==> src/rtl/axi4l_master_cmdq.sv <==
// AXI4-lite master fed by a small command FIFO; one outstanding transaction,
// one-cycle response pulses, and a B/R watchdog that drains late responses.
module axi4l_master_cmdq #(
  parameter int         ADDR_WIDTH  = 32,
  parameter int         DATA_WIDTH  = 32,
  parameter int         CMD_DEPTH   = 4,
  parameter int         TIMEOUT_CYC = 1024,
  parameter logic [2:0] PROT        = 3'b000
)(
  input  logic                    ACLK,
  input  logic                    ARESETn,
  input  logic                    M_cmd_valid,
  output logic                    M_cmd_ready,
  input  logic                    M_cmd_wr,
  input  logic [ADDR_WIDTH-1:0]   M_cmd_addr,
  input  logic [DATA_WIDTH-1:0]   M_cmd_wdata,
  input  logic [DATA_WIDTH/8-1:0] M_cmd_strb,
  output logic                    M_rsp_valid,
  output logic                    M_rsp_wr,
  output logic [DATA_WIDTH-1:0]   M_rsp_rdata,
  output logic [1:0]              M_rsp_resp,
  output logic                    M_rsp_timeout,
  output logic                    M_busy,
  output logic                    AWVALID,
  input  logic                    AWREADY,
  output logic [ADDR_WIDTH-1:0]   AWADDR,
  output logic [2:0]              AWPROT,
  output logic                    WVALID,
  input  logic                    WREADY,
  output logic [DATA_WIDTH-1:0]   WDATA,
  output logic [DATA_WIDTH/8-1:0] WSTRB,
  input  logic                    BVALID,
  output logic                    BREADY,
  input  logic [1:0]              BRESP,
  output logic                    ARVALID,
  input  logic                    ARREADY,
  output logic [ADDR_WIDTH-1:0]   ARADDR,
  output logic [2:0]              ARPROT,
  input  logic                    RVALID,
  output logic                    RREADY,
  input  logic [DATA_WIDTH-1:0]   RDATA,
  input  logic [1:0]              RRESP
);

  localparam int SW  = DATA_WIDTH/8;
  localparam int PW  = $clog2(CMD_DEPTH);
  localparam int WDW = (TIMEOUT_CYC > 1) ? $clog2(TIMEOUT_CYC) : 1;
  localparam logic [WDW-1:0] WD_LAST = WDW'(TIMEOUT_CYC - 1);

  typedef struct packed {
    logic                  wr;
    logic [ADDR_WIDTH-1:0] addr;
    logic [DATA_WIDTH-1:0] data;
    logic [SW-1:0]         strb;
  } cmd_t;

  typedef enum logic [2:0] {S_IDLE, S_WR, S_WR_B, S_RD_A, S_RD_D, S_DRAIN} state_t;

  state_t         r_state, w_next;
  cmd_t           r_fifo [CMD_DEPTH];
  cmd_t           r_cmd, w_head, w_cmd_in;
  logic [PW:0]    r_wptr, r_rptr;
  logic           r_rst_done, r_aw_done, r_w_done;
  logic [WDW-1:0] r_wdog;
  logic           w_empty, w_full, w_push, w_pop;
  logic           w_aw_hs, w_w_hs, w_wdog_hit;

  logic                  r_rsp_valid, r_rsp_wr, r_rsp_timeout;
  logic [DATA_WIDTH-1:0] r_rsp_rdata;
  logic [1:0]            r_rsp_resp;

  assign w_cmd_in   = '{wr: M_cmd_wr, addr: M_cmd_addr, data: M_cmd_wdata, strb: M_cmd_strb};
  assign w_head     = r_fifo[r_rptr[PW-1:0]];
  assign w_empty    = (r_wptr == r_rptr);
  assign w_full     = (r_wptr[PW] != r_rptr[PW]) && (r_wptr[PW-1:0] == r_rptr[PW-1:0]);
  assign w_push     = M_cmd_valid && M_cmd_ready;
  assign w_aw_hs    = AWVALID && AWREADY;
  assign w_w_hs     = WVALID && WREADY;
  assign w_wdog_hit = (TIMEOUT_CYC != 0) && (r_wdog == WD_LAST);

  // ---------------- FSM: state register ----------------
  always_ff @(posedge ACLK or negedge ARESETn) begin
    if (!ARESETn) r_state <= S_IDLE;
    else          r_state <= w_next;
  end

  // ---------------- FSM: next state ----------------
  always_comb begin
    w_next = r_state;
    case (r_state)
      S_IDLE:  if (!w_empty) w_next = w_head.wr ? S_WR : S_RD_A;
      S_WR:    if ((r_aw_done || w_aw_hs) && (r_w_done || w_w_hs)) w_next = S_WR_B;
      // a response landing on the timeout edge takes priority
      S_WR_B:  if (BVALID) w_next = S_IDLE; else if (w_wdog_hit) w_next = S_DRAIN;
      S_RD_A:  if (ARREADY) w_next = S_RD_D;
      S_RD_D:  if (RVALID) w_next = S_IDLE; else if (w_wdog_hit) w_next = S_DRAIN;
      S_DRAIN: if (r_cmd.wr ? BVALID : RVALID) w_next = S_IDLE;
      default: w_next = S_IDLE;
    endcase
  end

  // ---------------- FSM: outputs ----------------
  always_comb begin
    AWVALID = 1'b0;
    WVALID  = 1'b0;
    ARVALID = 1'b0;
    BREADY  = 1'b0;
    RREADY  = 1'b0;
    w_pop   = 1'b0;
    case (r_state)
      S_IDLE:  w_pop = !w_empty;
      S_WR:    begin AWVALID = !r_aw_done; WVALID = !r_w_done; end
      S_WR_B:  BREADY = 1'b1;
      S_RD_A:  ARVALID = 1'b1;
      S_RD_D:  RREADY = 1'b1;
      S_DRAIN: begin BREADY = r_cmd.wr; RREADY = !r_cmd.wr; end
      default: ;
    endcase
    M_cmd_ready = r_rst_done && !w_full && (r_state != S_DRAIN);
    M_busy      = (r_state != S_IDLE) || !w_empty;
  end

  // ---------------- command FIFO ----------------
  always_ff @(posedge ACLK) begin
    if (w_push) r_fifo[r_wptr[PW-1:0]] <= w_cmd_in;
  end

  always_ff @(posedge ACLK or negedge ARESETn) begin
    if (!ARESETn) begin
      r_wptr     <= '0;
      r_rptr     <= '0;
      r_rst_done <= 1'b0;
    end else begin
      r_rst_done <= 1'b1;
      if (w_push) r_wptr <= r_wptr + 1'b1;
      if (w_pop)  r_rptr <= r_rptr + 1'b1;
    end
  end

  // ---------------- active command and channel completion ----------------
  always_ff @(posedge ACLK or negedge ARESETn) begin
    if (!ARESETn) begin
      r_cmd     <= '0;
      r_aw_done <= 1'b0;
      r_w_done  <= 1'b0;
    end else if (w_pop) begin
      r_cmd     <= w_head;
      r_aw_done <= 1'b0;
      r_w_done  <= 1'b0;
    end else begin
      if (w_aw_hs) r_aw_done <= 1'b1;
      if (w_w_hs)  r_w_done  <= 1'b1;
    end
  end

  assign AWADDR = r_cmd.addr;
  assign ARADDR = r_cmd.addr;
  assign WDATA  = r_cmd.data;
  assign WSTRB  = r_cmd.strb;
  assign AWPROT = PROT;
  assign ARPROT = PROT;

  // ---------------- watchdog: counts cycles spent waiting for B/R ----------------
  always_ff @(posedge ACLK or negedge ARESETn) begin
    if (!ARESETn)                                  r_wdog <= '0;
    else if (r_state == S_WR_B || r_state == S_RD_D) r_wdog <= r_wdog + 1'b1;
    else                                           r_wdog <= '0;
  end

  // ---------------- response pulse ----------------
  always_ff @(posedge ACLK or negedge ARESETn) begin
    if (!ARESETn) begin
      r_rsp_valid   <= 1'b0;
      r_rsp_wr      <= 1'b0;
      r_rsp_rdata   <= '0;
      r_rsp_resp    <= 2'b00;
      r_rsp_timeout <= 1'b0;
    end else begin
      r_rsp_valid <= 1'b0;
      case (r_state)
        S_WR_B: if (BVALID || w_wdog_hit) begin
          r_rsp_valid   <= 1'b1;
          r_rsp_wr      <= 1'b1;
          r_rsp_rdata   <= '0;
          r_rsp_resp    <= BVALID ? BRESP : 2'b10;
          r_rsp_timeout <= !BVALID;
        end
        S_RD_D: if (RVALID || w_wdog_hit) begin
          r_rsp_valid   <= 1'b1;
          r_rsp_wr      <= 1'b0;
          r_rsp_rdata   <= RVALID ? RDATA : '0;
          r_rsp_resp    <= RVALID ? RRESP : 2'b10;
          r_rsp_timeout <= !RVALID;
        end
        default: ;
      endcase
    end
  end

  assign M_rsp_valid   = r_rsp_valid;
  assign M_rsp_wr      = r_rsp_wr;
  assign M_rsp_rdata   = r_rsp_rdata;
  assign M_rsp_resp    = r_rsp_resp;
  assign M_rsp_timeout = r_rsp_timeout;

endmodule

==> config.mk <==
export PLATFORM = sky130hd
export DESIGN_NAME = axi4l_master_cmdq
export DESIGN_NICKNAME = d
export VERILOG_FILES = /design/src/rtl/axi4l_master_cmdq.sv
export SDC_FILE = /design/constraint.sdc
export NUM_CORES = 1
export LEC_CHECK = 0
export CORE_UTILIZATION = 53
export DETAILED_ROUTE_END_ITERATION = 16
export PLACE_DENSITY = 0.76
export SKIP_CTS_REPAIR_TIMING = 1
export SYNTH_ARGS = -nofsm -noshare
export SYNTH_HDL_FRONTEND = slang
export SYNTH_SLANG_ARGS = --single-unit
export TNS_END_PERCENT = 30
==> constraint.sdc <==
create_clock -name ACLK -period 4.5 [get_ports ACLK]
set_input_delay 1.125 -clock ACLK [delete_from_list [all_inputs] [get_ports ACLK]]
set_output_delay 1.125 -clock ACLK [all_outputs]
set_load 0.02 [all_outputs]
---- After elaboration in Yosys (flattened, before gate mapping) ----
Memory sizes are Yosys's and may differ from the RTL's.
Cells that the tools add are included.
word-level totals
  bits in registers ....................... 128
  RAM bits ................................ 276
  input bits .............................. 113
  output and inout bits ................... 150
  logic and storage cells ................. 104
  memories ................................ 1
memories
  memory  depth  bits a word  read ports  clocked after memory_dff  wr ports  RTL line  RTL
  r_fifo  4      69           1           0                         1         60        cmd_t r_fifo [CMD_DEPTH];
operators by class
  add/sub/neg operators ................... 3
  equality and inequality tests ........... 16
  muxes and demuxes ....................... 41
  reductions and logical operators ........ 27
operators by type and width
  cell                                                                     count
  32-bit 2-to-1 mux                                                        3
  32-bit case mux with 2 select lines                                      1
  3-bit 2-to-1 mux                                                         7
  3-bit case mux with 6 select lines                                       1
  1-bit 2-to-1 mux                                                         17
  10-bit by 1-bit adder with 10-bit output, second input constant          1
  10-bit equality test, second input constant                              1
  10-bit 2-to-1 mux                                                        1
  2-bit 2-to-1 mux                                                         5
  1-bit case mux with 2 select lines                                       5
  2-bit inequality test, second input constant                             4
  1-bit logical AND                                                        7
  1-bit zero test                                                          7
  3-bit by 1-bit adder with 3-bit output, second input constant            2
  3-bit by 2-bit equality test with 1-bit output, second input constant    2
  3-bit equality test, second input constant                               2
  1-bit logical OR                                                         6
  2-bit nonzero test                                                       3
  2-bit by 1-bit inequality test with 1-bit output, second input constant  2
  2-bit case mux with 2 select lines                                       1
  4-bit AND reduction                                                      1
  3-bit by 1-bit equality test with 1-bit output, second input constant    1
  3-bit equality test                                                      1
  3-bit zero test                                                          1
  5 further kinds                                                          5

---- Logic depth before layout (Yosys ltp) ----
Gate-level depths: netlist of run 1.
  depth after elaboration ................. 8
  depth in mapped cells ................... 7
  gate-level depth less buffers ........... 5

---- Least setup slack after synthesis of run 1 ----
No wires, ideal clock.
  path kind ............................... register to register
  start ................................... register r_rptr[1]
  end ..................................... memory r_fifo[3][0] in the netlist's numbering (enable)
  arrival time ............................ 2.862 ns
  required time ........................... 4.063 ns
  path slack .............................. 1.201 ns
  cell stages (with the launch flop) ...... 5
  path buffers ............................ 1
  clock period less this slack ............ 3.299 ns
  cells stage by stage .................... dfrtp_1 -> buf_2 -> xor2_1 -> o311a_1 -> and3_1
on the way
  longest elaborated chain between the ends .. 8
RTL lines
  item                                    RTL line  RTL
  start: declaration                      62        logic [PW:0] r_wptr, r_rptr;
  start signal: assignment                136       if (w_pop) r_rptr <= r_rptr + 1'b1;
  2-bit equality test                     75        assign w_full = (r_wptr[PW] != r_rptr[PW]) && (r_wptr[PW-1:0] == r_rptr[PW-1:0]);
  1-bit logical AND                       75
  1-bit zero test                         119       M_cmd_ready = r_rst_done && !w_full && (r_state != S_DRAIN);
  1-bit logical AND (2 in a row)          119
  named net M_cmd_ready                   13        output logic M_cmd_ready,
  1-bit logical AND                       76        assign w_push = M_cmd_valid && M_cmd_ready;
  1-bit 2-to-1 mux                        125       if (w_push) r_fifo[r_wptr[PW-1:0]] <= w_cmd_in;
  1-bit 2-to-1 mux (implied by the code)  125
  end: declaration                        60
The timed path passes the listed nets, and every way through them passes these cells.

---- Worst setup path after layout of run 1 ----
  start ................................... register r_rptr[1]
  end ..................................... output port M_busy
on the way
  longest elaborated chain between the ends .. 3
RTL lines
  item                 RTL line  RTL
  3-bit equality test  74        assign w_empty = (r_wptr == r_rptr);
  1-bit zero test      120       M_busy = (r_state != S_IDLE) || !w_empty;
  1-bit logical OR     120
  end: declaration     23        output logic M_busy,
Every way passes these cells.

==> flow_summary.json, run 1 <==
{
  "grt_pass1_vias": 8290,
  "antenna_found_initial": 1,
  "yosysSeqAreaShare": 0.708,
  "route.met3.wl_um": 2190,
  "drv_slew": 0,
  "cp.required_ns": 3.38,
  "antenna_left": 0,
  "cts-buffers-inserted": 42,
  "crit_start": "r_rptr[1]$_DFFE_PN0P_",
  "leakagePower_nw": 7.29,
  "core-area_mm2": 0.0299,
  "grt-ovfl-total": 0,
  "crit_type": "reg2out",
  "powerDensity_mw_per_mm2": 714,
  "max_cap_viol_count": 0,
  "num_rows": 63,
  "h-tree-depth": 2,
  "finalCritPeriodShare": 0.800,
  "drtIter0Drc": 618,
  "reg2reg_from": "r_rptr[0]$_DFFE_PN0P_",
  "max-slew-margin-rel": 0.322,
  "tightest_slew_ns": 1.02,
  "clock-sinks": 404,
  "die_x_um": 177,
  "grt_max_degree": 70,
  "hp-class": "reg2reg",
  "drive_gt1_frac": 0.218,
  "final-setup-viol-count": 0,
  "reg2reg_slack_ns": 1.77,
  "yosysTopAreaCell": "edfxtp_1",
  "synth_cells": 843,
  "dieArea_mm2": 0.0313,
  "yosysUniqueCellTypes": 46,
  "grt_pass1_wl_um": 47300,
  "drcViolationCount": 0,
  "cts_tree": "built",
  "wl_met1_um": 12400,
  "avgRoutedWirePerCell_um": 21.4,
  "top_layer": "met4",
  "final_hold_viol_count": 0,
  "cts.clk_slew.worst_paths_ns": 0.06,
  "rsz0062_at_grt": "no",
  "endpoint": "M_busy",
  "dpl.hpwl_um": 18800,
  "ys.warnings.count": 0,
  "finalCriticalPeriod_ns": 3.60,
  "timing.rr.end": "ARADDR[29]$_DFFE_PN0P_",
  "finalSetupTns_ns": 0,
  "synthesis.area_mm2": 0.0162,
  "cp-start-kind": "flip-flop",
  "netlist.area_leader.share": 0.511,
  "cp.arrival_ns": 2.48,
  "vias": 7898,
  "nets": 1138,
  "drtPass1Iterations": 6,
  "route.met2.wl_um": 15700,
  "yosys_register_bits": 404,
  "root_buffer": "clkbuf_16",
  "fmax_ghz": 0.278,
  "routed_wl_um": 30900,
  "crit_fanout": 7,
  "path_cells": "xor2_1, nor3_1, nand2_1, clkdlybuf4s50_1",
  "dpl_cell_area_mm2": 0.0184,
  "reg2regPathDepth": 4,
  "finalInstanceArea_mm2": 0.0199,
  "nFillCells": 1986,
  "numPortBuffers": 256,
  "skew_ns": 0.0165,
  "critPathSlowestCell": "clkdlybuf4s50_1",
  "start_util": 0.543,
  "max_stage_delay_ns": 0.57,
  "gp_congestion": 0.809,
  "avgSynthCellArea_um2": 19.3,
  "synth_top_cells_by_area": "edfxtp_1 51%, dfrtp_1 20%, mux4_2 9.6%, mux2_4 6.3%, buf_4 4.9%",
  "peakVddDrop_v": 0.000453,
  "ioPinCount": 263,
  "fp.dieH_um": 177,
  "clk_latency_ns": 0.53,
  "gr-usage-all-layers": 0.201,
  "drt-vias-per-instance": 5.47,
  "cts_buffer_depth": 3,
  "outcome": "finished clean",
  "crit_path_end_kind": "output port",
  "area_delta_synth_final_pct": 22.6
}
## area by class of cell
type                       instances  area, um2  area share
sequential                       404      11500       0.578
tap                              390        488      0.0245
clock inverter                    15        253      0.0127
timing repair buffer             271       2700       0.136
inverter                           7       26.3     0.00132
clock buffer                      63       1210      0.0609
multi-input combinational        293       3710       0.187
antenna                            1       2.50    0.000126
## critical path, delay by kind of cell, from the launching register on
family                 cells  cell delay, ns
flip-flops                 1            0.53
XOR/XNOR                   1            0.20
AND/OR/NAND/NOR            2            0.65
buffers and inverters      1            0.57
## kinds of logic (layout without fill, tap and decap cells)
logic type | after synthesis | count (layout) | synth area share
AO/OA/AOI/OAI | 63 | 63 | 0.0308
XOR/XNOR | 16 | 16 | 0.00863
adder cells (fa/ha/maj) | 6 | 6 | 0.00463
buffers and inverters | 151 | 356 | 0.0656
flip-flops | 404 | 404 | 0.708
multiplexers | 142 | 142 | 0.162
other | 2 | 8 | 0.000463
AND/OR/NAND/NOR | 59 | 59 | 0.0197
## layer usage
layer / track usage / up-vias
met4: 0.0575 / 0
met1: 0.261 / 4062
met3: 0.0434 / 45
li1: - / 3494
met5: 0 / -
met2: 0.340 / 297
## flip-flops by register name, summed over array words and instances (netlist names)
register       cells
r_fifo           276
r_rst_done         1
M_rsp_valid        1
ARADDR            32
r_wptr             3
r_wdog            10
r_state            3
M_rsp_timeout      1
r_aw_done          1
WSTRB              4
r_rptr             3
r_cmd              1
WDATA             32
M_rsp_wr           1
r_w_done           1
M_rsp_rdata       32
M_rsp_resp         2
## cells in the final DEF, fill, tap and decap left out, types with 3 or more instances in the layout
master,count
clkbuf_8,6
nor2_1,11
and4_1,3
mux2_2,4
o31ai_1,3
mux4_2,69
nand2b_1,4
nand3b_1,3
o21a_1,4
bufinv_16,6
clkbuf_1,14
conb_1,7
dfrtp_1,126
xor2_1,12
ha_1,6
buf_4,13
a22o_1,32
clkbuf_16,43
edfxtp_1,276
nand3_1,7
nand2_1,10
clkinv_2,4
a21oi_1,7
nor3_1,6
o21ai_0,5
inv_1,7
and3_4,4
clkdlybuf4s50_1,255
xnor2_1,4
mux2_4,68
## worst min-delay path by stage
| stage | startpoint | end | depth (start not counted) |
|---|---|---|---|
| after floorplan | r_wdog[0]$_DFF_PN0_ | r_wdog[0]$_DFF_PN0_ | 1 |
| after global placement | r_wdog[0]$_DFF_PN0_ | r_wdog[0]$_DFF_PN0_ | 1 |
| after detailed placement | r_wdog[0]$_DFF_PN0_ | r_wdog[0]$_DFF_PN0_ | 1 |
| after CTS | r_wdog[0]$_DFF_PN0_ | r_wdog[0]$_DFF_PN0_ | 1 |
| after global routing | M_rsp_resp[0]$_DFFE_PN0P_ | M_rsp_resp[0]$_DFFE_PN0P_ | 1 |
| final | r_wdog[0]$_DFF_PN0_ | r_wdog[0]$_DFF_PN0_ | 1 |
## synthesized netlist by cell type, drive strengths merged
cell type	count
nand2	10
nand3b	3
nor3b	3
o21a	4
a2bb2oi	1
o311a	1
and4	3
a31o	1
o32a	1
nand3	7
ha	6
nor2b	2
o2111ai	1
conb	2
and3	5
nand4	2
edfxtp	276
nor2	11
buf	132
nand2b	4
dfrtp	128
nor3	6
clkbuf	12
inv	7
a221o	1
xor2	12
xnor2	4
o31a	1
a31oi	1
o21ai	5
and2	3
a21oi	8
o31ai	3
mux4	69
mux2i	1
a21o	1
o22ai	2
mux2	72
a22o	32
## where the power goes
part | switching, mW | internal (mW) | total (mW)
Sequential | 0.502 | 4.82 | 5.32
Combinational | 2.43 | 2.87 | 5.30
Clock | 1.37 | 2.22 | 3.58
## through the flow
stage	instances	total power [mW]	hold WS (ns)	utilization	setup WS, ns
after global routing	1443	14.8	0.520	0.666	0.778
after global placement	1365	10.6	0.474	0.617	1.39
after detailed placement	1365	10.7	0.486	0.617	1.38
after floorplan	848	9.47	0.448	-	1.20
final	1444	14.2	0.494	0.666	0.898
after CTS	1443	14.4	0.497	0.666	0.870
(Power assumes the default switching activity.)
==> run 2: changes to the inputs <==
--- a/config.mk
+++ b/config.mk
@@ -5,9 +5,9 @@
 export SDC_FILE = /design/constraint.sdc
 export NUM_CORES = 1
 export LEC_CHECK = 0
-export CORE_UTILIZATION = 53
+export CORE_UTILIZATION = 48
 export DETAILED_ROUTE_END_ITERATION = 16
-export PLACE_DENSITY = 0.76
+export PLACE_DENSITY = 0.73
 export SKIP_CTS_REPAIR_TIMING = 1
 export SYNTH_ARGS = -nofsm -noshare
 export SYNTH_HDL_FRONTEND = slang
==> constraint.sdc (replaced) <==
create_clock -name ACLK -period 3.25 [get_ports ACLK]
set_input_delay 0.8125 -clock ACLK [delete_from_list [all_inputs] [get_ports ACLK]]
set_output_delay 0.8125 -clock ACLK [all_outputs]
set_load 0.02 [all_outputs]
==> flow_summary.json, run 2 (synthesized netlist as in run 1, its figures left out) <==
{
  "drcViolationCount": 0,
  "max_cap_viol_count": 0,
  "powerDensity_mw_per_mm2": 985,
  "rsz0062_at_grt": "no",
  "grt_pass1_wl_um": 46000,
  "antenna_left": 0,
  "drv_slew": 0,
  "drtIter0Drc": 392,
  "reg2reg_from": "r_rptr[0]$_DFFE_PN0P_",
  "reg2regPathDepth": 4,
  "drive_gt1_frac": 0.221,
  "avgRoutedWirePerCell_um": 20.4,
  "clk_latency_ns": 0.53,
  "outcome": "finished clean",
  "vias": 7788,
  "drt-vias-per-instance": 5.21,
  "start_util": 0.494,
  "cp.arrival_ns": 2.29,
  "cp.required_ns": 2.44,
  "final_cell_mix": "276 x edfxtp_1, 254 x clkdlybuf4s50_1, 125 x dfrtp_1",
  "final-setup-viol-count": 0,
  "h-tree-depth": 2,
  "register_area_mm2": 0.0115,
  "area_delta_synth_final_pct": 23.5,
  "dieArea_mm2": 0.0345,
  "max-slew-margin-rel": 0.269,
  "hp-class": "in2async",
  "crit_path_end_kind": "output port",
  "grt_max_degree": 79,
  "grt_pass1_vias": 8111,
  "cp-start-kind": "flip-flop",
  "diodes": 0,
  "final_hold_viol_count": 0,
  "tightest_slew_ns": 1.10,
  "cts_tree": "built",
  "nets": 1137,
  "cts.clk_slew.worst_paths_ns": 0.06,
  "root_buffer": "clkbuf_16",
  "final_common_cell": "edfxtp_1",
  "ioPinCount": 263,
  "fmax_ghz": 0.322,
  "timing.rr.end": "r_fifo[3][62]$_DFFE_PP_",
  "gr-usage-all-layers": 0.177,
  "routed_wl_um": 30500,
  "fp.dieH_um": 186,
  "drtPass1Iterations": 4,
  "gp_congestion": 0.820,
  "dp_cells": 1416,
  "core-area_mm2": 0.0329,
  "crit_fanout": 17,
  "reg2reg_slack_ns": 1.07,
  "largest_register_ffs": 276,
  "multi_input_area_mm2": 0.00372,
  "nFillCells": 2378,
  "cts-buffers-inserted": 42,
  "final_cells": 1494,
  "cts_buffer_depth": 3,
  "num_rows": 66,
  "finalCriticalPeriod_ns": 3.10,
  "grt-ovfl-total": 0,
  "skew_ns": 0.0161,
  "peakVddDrop_v": 0.000622,
  "clock-sinks": 404,
  "numPortBuffers": 256,
  "fin_util": 0.610,
  "dpl.hpwl_um": 18300,
  "timing.hold.ws_ns": 0.332,
  "leakagePower_nw": 7.32,
  "antenna_found_initial": 1,
  "finalCritPeriodShare": 0.955,
  "crit_type": "reg2out",
  "die_x_um": 186
}
## run 2: changes by cell type in the layout (fill, tap and decap cells not counted), sizes merged
cell,change
inv,-1
clkbuf,-1
diode,-1
clkinvlp,+1
buf,-1
dlymetal6s2s,+1
clkdlybuf4s50,-1
clkinv,+1
## run 2: worst max-delay path, cell delays in order (launching register included)
cell and delay, ns:
dfrtp_1 0.56, nor3b_1 0.45, a31o_2 0.18, clkdlybuf4s50_1 0.59
## run 2: per-stage QoR
stage | instance area (um2) | TNS [ns] | total power, mW | setup WS (ns)
global route | 20000 | 0 | 20.7 | 0.0265
CTS | 20000 | -0.0504 | 20.0 | -0.0504
detailed placement | 18600 | 0 | 14.9 | 0.540
floorplan | 16300 | -2.34 | 13.1 | -0.0170
global placement | 18600 | 0 | 14.8 | 0.603
finish | 20000 | 0 | 19.8 | 0.146
## run 2: layer usage
metal / GRT usage / share of wire
met3: 0.0462 / 0.077
met5: 0 / 0.00043
met2: 0.301 / 0.49
met4: 0.0443 / 0.016
met1: 0.227 / 0.42
## run 2: power by group
part	switching (mW)	internal [mW]	total, mW	leakage [nW]
Combinational	3.41	4.03	7.44	2.51
Clock	1.88	3.12	5.00	0.717
Sequential	0.632	6.67	7.31	4.09
Total	5.92	13.8	19.8	7.32
## run 2: area by class of cell
class | instances | share of cell area
multi-input combinational | 293 | 0.186
inverter | 7 | 0.00131
sequential | 404 | 0.574
clock inverter | 16 | 0.0118
tap | 442 | 0.0276
clock buffer | 62 | 0.0619
timing repair buffer | 270 | 0.138
## run 2: worst max-delay path by stage
stage,from,end,depth (start not counted)
final,r_state[0]$_DFFE_PN0P_,BREADY,3
after floorplan,r_rptr[1]$_DFFE_PN0P_,r_fifo[2][0]$_DFFE_PP_,4
after global routing,r_rptr[0]$_DFFE_PN0P_,M_busy,4
after global placement,r_rptr[0]$_DFFE_PN0P_,M_busy,4
after CTS,r_rptr[0]$_DFFE_PN0P_,M_busy,4
after detailed placement,r_rptr[0]$_DFFE_PN0P_,M_busy,4
